===== config.mk =====
export PLATFORM = sky130hd
export DESIGN_NAME = pipeline_hazard_controller
export DESIGN_NICKNAME = d
export VERILOG_FILES = /design/src/rtl/pipeline_hazard_controller.sv
export SDC_FILE = /design/constraint.sdc
export NUM_CORES = 1
export LEC_CHECK = 0
export BUFFER_PORTS_ARGS = -buffer_cell sky130_fd_sc_hd__buf_2
export CELL_PAD_IN_SITES_DETAIL_PLACEMENT = 0
export CELL_PAD_IN_SITES_GLOBAL_PLACEMENT = 1
export CORE_ASPECT_RATIO = 1.1
export CORE_MARGIN = 2
export CORE_UTILIZATION = 38
export DETAILED_ROUTE_END_ITERATION = 7
export GPL_ROUTABILITY_DRIVEN = 0
export PLACE_DENSITY = 0.79
export SKIP_CTS_REPAIR_TIMING = 1
export SLEW_MARGIN = 20
export SYNTH_ARGS = -nofsm -noshare
export SYNTH_HDL_FRONTEND = slang
export SYNTH_SLANG_ARGS = --single-unit

===== constraint.sdc =====
create_clock -name Clock -period 2.4 [get_ports Clock]
set_input_delay 0.24 -clock Clock [delete_from_list [all_inputs] [get_ports Clock]]
set_output_delay 0.24 -clock Clock [all_outputs]
set_load 0.01 [all_outputs]

===== src/rtl/pipeline_hazard_controller.sv =====
// Stall/flush sequencer for the 5-stage pipeline: load-use bubbles, branch squashes,
// freezes through multi-cycle data-memory accesses (with timeout) and a stall counter.
module pipeline_hazard_controller #(
    parameter int REG_W   = 5,
    parameter int TIMEOUT = 16,
    parameter int CNT_W   = 32
) (
    input  logic             Clock,
    input  logic             Reset,
    input  logic [REG_W-1:0] IF_ID_Rs,
    input  logic [REG_W-1:0] IF_ID_Rt,
    input  logic [1:0]       ID_EX_MemRead,
    input  logic [REG_W-1:0] ID_EX_WriteRegister,
    input  logic             BranchTaken,
    input  logic [1:0]       EX_MEM_MemRead,
    input  logic [1:0]       EX_MEM_MemWrite,
    input  logic             MemReady,
    output logic             PCWrite,
    output logic             IF_ID_Write,
    output logic             IF_ID_Flush,
    output logic             ID_EX_Write,
    output logic             ID_EX_Signal,
    output logic             EX_MEM_Write,
    output logic             EX_MEM_Signal,
    output logic             MEM_WB_Signal,
    output logic             MemError,
    output logic [CNT_W-1:0] StallCount,
    output logic [1:0]       State
);

    localparam int WAIT_W = $clog2(TIMEOUT);

    typedef enum logic [1:0] {
        ST_RUN   = 2'd0,
        ST_WAIT  = 2'd1,
        ST_ABORT = 2'd2
    } state_t;

    state_t              state_q, state_d;
    logic [WAIT_W-1:0]   wait_q;
    logic                wait_load, wait_inc, set_err;
    logic                memacc, loaduse;

    assign memacc  = (EX_MEM_MemRead != 2'd0) || (EX_MEM_MemWrite != 2'd0);
    assign loaduse = (ID_EX_MemRead != 2'd0) && (ID_EX_WriteRegister != '0) &&
                     ((ID_EX_WriteRegister == IF_ID_Rs) || (ID_EX_WriteRegister == IF_ID_Rt));

    always_comb begin
        PCWrite       = 1'b1;
        IF_ID_Write   = 1'b1;
        IF_ID_Flush   = 1'b0;
        ID_EX_Write   = 1'b1;
        ID_EX_Signal  = 1'b0;
        EX_MEM_Write  = 1'b1;
        EX_MEM_Signal = 1'b0;
        MEM_WB_Signal = 1'b0;
        state_d       = state_q;
        wait_load     = 1'b0;
        wait_inc      = 1'b0;
        set_err       = 1'b0;

        if (Reset) begin
            IF_ID_Flush   = 1'b1;
            ID_EX_Signal  = 1'b1;
            EX_MEM_Signal = 1'b1;
            MEM_WB_Signal = 1'b1;
            state_d       = ST_RUN;
        end else begin
            case (state_q)
                ST_WAIT: begin
                    PCWrite       = 1'b0;
                    IF_ID_Write   = 1'b0;
                    ID_EX_Write   = 1'b0;
                    EX_MEM_Write  = 1'b0;
                    MEM_WB_Signal = 1'b1;
                    if (MemReady) begin
                        state_d = ST_RUN;
                    end else if (wait_q == WAIT_W'(TIMEOUT - 1)) begin
                        state_d = ST_ABORT;
                        set_err = 1'b1;
                    end else begin
                        wait_inc = 1'b1;
                    end
                end
                ST_ABORT: begin
                    EX_MEM_Signal = 1'b1;
                    MEM_WB_Signal = 1'b1;
                    state_d       = ST_RUN;
                end
                default: begin
                    // Encoding 3 shares the RUN decode but always falls back to RUN.
                    state_d = ST_RUN;
                    if (memacc && !MemReady) begin
                        PCWrite       = 1'b0;
                        IF_ID_Write   = 1'b0;
                        ID_EX_Write   = 1'b0;
                        EX_MEM_Write  = 1'b0;
                        MEM_WB_Signal = 1'b1;
                        if (state_q == ST_RUN) begin
                            state_d   = ST_WAIT;
                            wait_load = 1'b1;
                        end
                    end else if (BranchTaken) begin
                        IF_ID_Flush  = 1'b1;
                        ID_EX_Signal = 1'b1;
                    end else if (loaduse) begin
                        PCWrite      = 1'b0;
                        IF_ID_Write  = 1'b0;
                        ID_EX_Signal = 1'b1;
                    end
                end
            endcase
        end
    end

    always_ff @(posedge Clock) begin
        if (Reset) begin
            state_q    <= ST_RUN;
            wait_q     <= '0;
            MemError   <= 1'b0;
            StallCount <= '0;
        end else begin
            state_q <= state_d;
            if (wait_load)
                wait_q <= WAIT_W'(1);
            else if (wait_inc)
                wait_q <= wait_q + WAIT_W'(1);
            if (set_err)
                MemError <= 1'b1;
            if (!PCWrite && (StallCount != '1))
                StallCount <= StallCount + CNT_W'(1);
        end
    end

    assign State = state_q;

endmodule


==> metrics.md, run 1 <==
| Metric | Value |
|---|---|
| Final period utilization | 95.0% |
| Starting density of the core | 39.8% |
| Overflow after GRT | 0 |
| Clock Latency Late Sink | 0.30 ns |
| Largest net degree at the start of global routing | 41 |
| Final Hold Viols | 0 |
| Final setup margin | 0.119 ns |
| CTS tree | done |
| IO Port Bufs | 67 |
| DRC errors left | 0 |
| EDFF count, synth | 0 |
| Status | finished clean |
| Cell-by-cell trace of the critical path | inv_1 -> ha_1 -> a211oi_2 -> a31oi_4 -> buf_4 -> or4_1 -> a21oi_1 |
| Filler Cells Inserted | 610 |
| Htree depth | 2 |
| Netlist cell types | 50 |
| Area after DPL | 2770 um2 |
| Worst R2R Start | State[1]$_SDFFE_PP0P_ |
| FFs w/ async S/R, synth | 0% |
| Ranking of synthesized cells by area | dfxtp_1, or4_1, o31ai_1 |
| Vias in the first global route | 2098 |
| RSZ-0062 raised after global routing | no |
| CP Class | register to register |
| Hold EP | State[1]$_SDFFE_PP0P_ |
| First-pass GRT wire length | 9330 um |
| Chip height | 86.1 um |
| Critical Path Sink Type | register |
| Num CTS Buffers | 5 |
| Synth Instances | 267 |
| Clock transition at path regs | 0.08 ns |
| Final instance area | 2900 um2 |
| Fmax | 0.438 GHz |
| Min cycle time layout | 2.28 ns |
| Crit path max fanout | 20 |
| Ratio of cells with drive above 1 in the final layout | 30.6% |
| TritonRoute pass-1 iters | 4 |
| Initial antenna violation count | 0 |
| PwrDens | 487 nW/um2 |
| Main synth FF type | dfxtp_1 |
| I/O pins | 68 |
| Clock Sinks | 39 |
| Overall power | 1410 uW |
| Synth Area per Inst | 8.71 um2 |
| Min-Delay Path Class | primary input to register |
| R2R cell count | 7 |
| Drt initial violations | 72 |
| GR Util All Layers | 16.9% |
| Syn_nets | 297 |
| Wirelength, routed | 5580 um |
| Hold path cells | 2 |
| Slew Viols, Final | 0 |
| Max stage delay cell, worst path | or4_1 |
| Worst setup SP type | register |
| Vias/cell | 5.53 |
| Post-Syn Area | 2330 um2 |
| Core area | 5840 um2 |
| DIE AREA | 6760 um2 |
| Area share of the largest cell type after synthesis | 33.6% |
| # diodes | 0 |
| Setup Viol. Count Final | 0 |
| Synth Register Bits | 39 |
| Biggest area consumer among synthesized cells | dfxtp_1 |
| FF-to-FF End | StallCount[17]$_SDFFE_PP0P_ |
| Sequential share of the synthesized area | 33.6% |
| CP max stage delay | 0.50 ns |
| WL/cell | 13.4 um |
| Via Count | 2307 |
| Dpl hpwl | 4120 um |
| Lkg Pwr | 0.00116 uW |
| Final nets | 369 |
| FP Rows | 29 |
| Post-route ant nets | 0 |
| Worst slew margin | 74.0% |
| Worst VDD drop | 0.000212 V |
| P&R area growth vs syn | 24.6% |
| Worst endpoint required time | 2.62 ns |
| Final Skew | 0.00753 ns |
| Die width | 78.6 um |
| Worst-margin pin slew | 0.390 ns |
| Crit path DAT | 2.50 ns |
| Worst hold start | MemReady |
| Clock Path Buffers | 2 |
| Reported max-cap violation count | 0 |
| Root Driver | clkbuf_8 |
| Ys Warns | 0 |
| DP Worst Slack | 0.0141 ns |
| Flop2flop setup slack | 0.12 ns |
| Final Hold Slack | 0.213 ns |
-- layout make-up --
class | instances | area [um2] | area share [%]
Clock buffer | 6 | 82.6 | 2.85
Clock inverter | 2 | 35.0 | 1.21
Inverter | 7 | 26.3 | 0.906
Multi-Input combinational cell | 202 | 1400 | 48.4
Sequential cell | 39 | 781 | 26.9
Tap cell | 77 | 96.3 | 3.32
Timing Repair Buffer | 84 | 475 | 16.4
-- how the worst max path moves through the flow --
stage	from	end	slack, ns	depth (start not counted)
6_report	State[1]$_SDFFE_PP0P_	StallCount[17]$_SDFFE_PP0P_	0.12	7
3_5_place_dp	State[1]$_SDFFE_PP0P_	StallCount[11]$_SDFFE_PP0P_	0.01	7
4_1_cts	State[1]$_SDFFE_PP0P_	StallCount[11]$_SDFFE_PP0P_	-0.03	7
2_1_floorplan	State[0]$_SDFFE_PP0P_	StallCount[10]$_SDFFE_PP0P_	0.14	7
3_3_place_gp	State[0]$_SDFFE_PP0P_	StallCount[12]$_SDFFE_PP0P_	0.14	7
5_1_grt	State[1]$_SDFFE_PP0P_	StallCount[11]$_SDFFE_PP0P_	0.01	7
-- logic make-up (layout without fill, tap and decap cells) --
group,after synthesis,count (layout),share of synthesized area [%]
compound gates,66,66,20.3
xor+xnor,13,13,4.90
fa+ha+maj,5,5,2.69
buf+inv,26,99,6.83
flops,39,39,33.6
mux,4,4,1.88
simple gates,114,114,29.8
-- per-stage QoR --
stage                     TNS, ns  std cells  utilization [%]
after floorplan                 0        267                -
final                           0        417             49.6
after global routing            0        417             49.6
after CTS                 -0.0734        417             49.3
after detailed placement        0        409             47.3
after global placement          0        409             47.3
-- state kept, by name, summed over array words and instances (netlist names) --
signal,flops
State,2
MemError,1
StallCount,32
wait_q,4
-- placed cells by master (no fill, tap or decap), types with 2 or more instances in the layout --
cell type,count
nor4_1,2
nand3_1,21
nor3_1,5
and3_1,6
buf_4,16
o311ai_0,7
xnor2_1,11
and4_1,4
buf_2,67
nand4_1,7
o41ai_1,6
ha_1,5
inv_1,7
or2_2,2
a21oi_1,23
xor2_1,2
or3_1,3
mux2_1,3
dfxtp_1,39
o31ai_1,18
nand2_1,17
o21ai_1,2
clkbuf_8,6
nor2b_1,4
or4_1,21
nor2_1,11
-- power breakdown --
group	total [uW]	leakage, uW	internal, uW	switching [uW]
Sequential	657	0.000315	653	4.07
Combinational	183	0.000780	78.1	105
Clock	571	0.0000612	336	234
Total	1410	0.00116	1070	344
-- Yosys cell counts (all sizes together), types with 2 or more instances --
| cell type | n |
|---|---|
| or2 | 2 |
| o41ai | 7 |
| inv | 7 |
| nand3 | 21 |
| buf | 15 |
| or3 | 3 |
| nand4 | 8 |
| a21oi | 23 |
| dfxtp | 39 |
| nor2 | 12 |
| nor4 | 3 |
| nor2b | 5 |
| o311ai | 7 |
| ha | 5 |
| nand2 | 17 |
| clkbuf | 4 |
| mux2 | 3 |
| xnor2 | 11 |
| or4 | 21 |
| and4 | 4 |
| o21ai | 3 |
| and3 | 6 |
| o31ai | 18 |
| xor2 | 2 |
| nor3 | 6 |
-- worst max-delay path: cells and delay by family (launching register included) --
| kind | cells | cell delay [ns] |
|---|---|---|
| AND/OR/NAND/NOR | 1 | 0.50 |
| AO/OA/AOI/OAI | 3 | 0.63 |
| flip-flops | 1 | 0.36 |
| adder cells (fa/ha/maj) | 1 | 0.38 |
| buffers and inverters | 2 | 0.33 |
-- layer usage --
metal,track usage (%),wire (um),vias up
met1,20.1,2440,1057
met4,4.31,62,0
met2,29.1,2660,72
met3,5.68,420,6
met5,0,0,-
li1,-,-,1172
(Power assumes the default switching activity.)
==> run 2, diff against run 1 <==
CELL_PAD_IN_SITES_DETAIL_PLACEMENT = not set   (was 0)
CELL_PAD_IN_SITES_GLOBAL_PLACEMENT = not set   (was 1)
CORE_UTILIZATION = 52   (was 38)
==> run 2 against run 1 <==
  * Sequential share of layout area shrank 0.56 points
  * Highest routed layer unchanged
  * Worst hold slack gained 0.0035 ns
  * Largest power group unchanged
  * Clock power shrank 2%
  * Flip-flop and latch count is the same
  * Setup slack lost 0.053 ns
  * Clock skew grew 0.00078 ns
  * Combinational power grew 23%
==> metrics.md, run 2 (synthesized netlist as in run 1, its figures left out) <==
| Metric | Value |
|---|---|
| Status | finished clean |
| Die width | 67.8 um (-14%) |
| CTS tree | done |
| DRC errors left | 0 (unchanged) |
| Worst endpoint required time | 2.63 ns (about the same) |
| DIE AREA | 5020 um2 (-26%) |
| Chip height | 74.1 um (-14%) |
| Wirelength, routed | 6100 um (+9.3%) |
| Worst VDD drop | 0.000388 V (+83%) |
| First-pass GRT wire length | 9110 um (-2.3%) |
| Met2 GRT Util | 39.7% (+11 points) |
| WL/cell | 15.4 um (+15%) |
| Post-route ant nets | 0 (unchanged) |
| CP max stage delay | 0.49 ns (about the same) |
| Flop2flop setup slack | 0.07 ns (-0.05 ns) |
| # diodes | 0 (unchanged) |
| IO Port Bufs | 67 (unchanged) |
| Final setup margin | 0.0657 ns (-0.0535 ns) |
| Worst setup SP type | register |
| Setup Viol. Count Final | 0 (unchanged) |
| Crit path DAT | 2.56 ns (+0.06 ns) |
| Crit path max fanout | 6 (-70%) |
| Top reg by flops | StallCount |
| TritonRoute pass-1 iters | 4 (unchanged) |
| Largest net degree at the start of global routing | 44 (+7.3%) |
| Grt peak-use layer | met2 |
| Clock Latency Late Sink | 0.30 ns (about the same) |
| Htree depth | 2 (unchanged) |
| Most common cell after layout, fill and taps aside | buf_2 |
| Reported max-cap violation count | 0 (unchanged) |
| Hold path cells | 2 (unchanged) |
| CP Class | register to register |
| Worst slew margin | 48.7% (-25 points) |
| Clock Path Buffers | 2 (unchanged) |
| P&R area growth vs syn | 28.1% |
| Clock Sinks | 39 (unchanged) |
| Hold EP | State[1]$_SDFFE_PP0P_ |
| Root Driver | clkbuf_8 |
| Cell-by-cell trace of the critical path | inv_2 -> ha_4 -> o41ai_4 -> buf_4 -> a31oi_4 -> clkbuf_16 -> or4_1 -> a21oi_1 |
| Max reg flops | 32 (unchanged) |
| Overflow after GRT | 0 (unchanged) |
| Lkg Pwr | 0.00118 uW (+2.3%) |
| Worst R2R Start | State[0]$_SDFFE_PP0P_ |
| Starting density of the core | 54.3% (+14 points) |
| Final period utilization | 97.3% (+2.2 points) |
| Core area | 4290 um2 (-27%) |
| Via Count | 2402 (+4.1%) |
| Grt met1 use | 28.3% (+8.2 points) |
| FP Rows | 25 (-14%) |
| GR Util All Layers | 22.9% (+6.0 points) |
| Final core utilization | 69.5% (+20 points) |
| Final Hold Viols | 0 (unchanged) |
| Worst hold start | MemReady |
| Final nets | 371 (+0.54%) |
| Ratio of cells with drive above 1 in the final layout | 33.3% (+2.7 points) |
| Dpl hpwl | 3930 um (-4.6%) |
| Fmax | 0.428 GHz (-2.3%) |
| Critical Path Sink Type | register |
| Vias/cell | 6.07 (+9.6%) |
| Num CTS Buffers | 5 (unchanged) |
| Final Skew | 0.00831 ns (+0.000780 ns) |
| Max stage delay cell, worst path | or4_1 |
| Most frequent cells in the layout | buf_2, dfxtp_1, a21oi_1 |
| Final Hold Slack | 0.217 ns (+0.00348 ns) |
| DP Worst Slack | 0.0165 ns (+0.00247 ns) |
| Drt initial violations | 187 (+160%) |
| Min cycle time layout | 2.33 ns (+0.0535 ns) |
| R2R cell count | 8 (+1) |
| Vias in the first global route | 2096 (-0.095%) |
| Grt met3 use | 5.90% (+0.22 points) |
| Min-Delay Path Class | primary input to register |
| Filler Cells Inserted | 324 (-47%) |
| Worst-margin pin slew | 0.762 ns (+0.372 ns) |
| Slew Viols, Final | 0 (unchanged) |
| FF-to-FF End | StallCount[15]$_SDFFE_PP0P_ |
| I/O pins | 68 (unchanged) |
| Initial antenna violation count | 0 (unchanged) |
| PwrDens | 483 nW/um2 (-0.67%) |
| Clock transition at path regs | 0.08 ns (about the same) |
==> run 2: cell type report <==
type	instances	area, um2	share of cell area [%]
inverters	7	26.3	0.882
multi-input cells	203	1470	49.2
repair buffers	85	522	17.5
clock inverters	3	43.8	1.47
flip-flops and latches	39	786	26.4
clock buffers	5	68.8	2.31
well taps	54	67.6	2.27
==> run 2: critical path, delay by kind of cell, from the launching register on <==
family          cells  cell delay (ns)
compound gates      3             0.61
buf+inv             3             0.53
simple gates        1             0.49
flops               1             0.36
fa+ha+maj           1             0.27
==> run 2: through the flow <==
| stage | std cells | instance area (um2) | power (uW) | setup TNS, ns |
|---|---|---|---|---|
| 2_1_floorplan | 267 | 2330 | 783 | 0 |
| 3_3_place_gp | 381 | 2700 | 845 | 0 |
| 3_5_place_dp | 381 | 2700 | 848 | 0 |
| 4_1_cts | 389 | 2810 | 1400 | -0.0773 |
| 5_1_grt | 396 | 2980 | 1490 | -0.0107 |
| 6_report | 396 | 2980 | 1440 | 0 |
==> run 2: worst max-delay path by stage <==
stage,start,cells after the start,end,slack [ns]
floorplan,State[0]$_SDFFE_PP0P_,7,StallCount[10]$_SDFFE_PP0P_,0.14
global placement,State[1]$_SDFFE_PP0P_,7,StallCount[26]$_SDFFE_PP0P_,0.10
detailed placement,State[0]$_SDFFE_PP0P_,7,StallCount[11]$_SDFFE_PP0P_,0.02
CTS,State[1]$_SDFFE_PP0P_,7,StallCount[19]$_SDFFE_PP0P_,-0.03
global route,State[0]$_SDFFE_PP0P_,8,PCWrite,-0.01
finish,State[0]$_SDFFE_PP0P_,8,StallCount[15]$_SDFFE_PP0P_,0.07
==> run 2: routing by layer <==
metal / up-vias / share of wire, %
met5: - / 0
met4: 0 / 0.79
met3: 8 / 7.0
met2: 93 / 49
met1: 1122 / 43
li1: 1179 / -
==> run 2: power breakdown <==
part | internal (uW) | total (uW) | leakage (uW) | switching, uW
logic | 103 | 225 | 0.000808 | 121
registers | 652 | 658 | 0.000316 | 5.72
clock network | 310 | 558 | 0.0000581 | 248
total | 1060 | 1440 | 0.00118 | 375
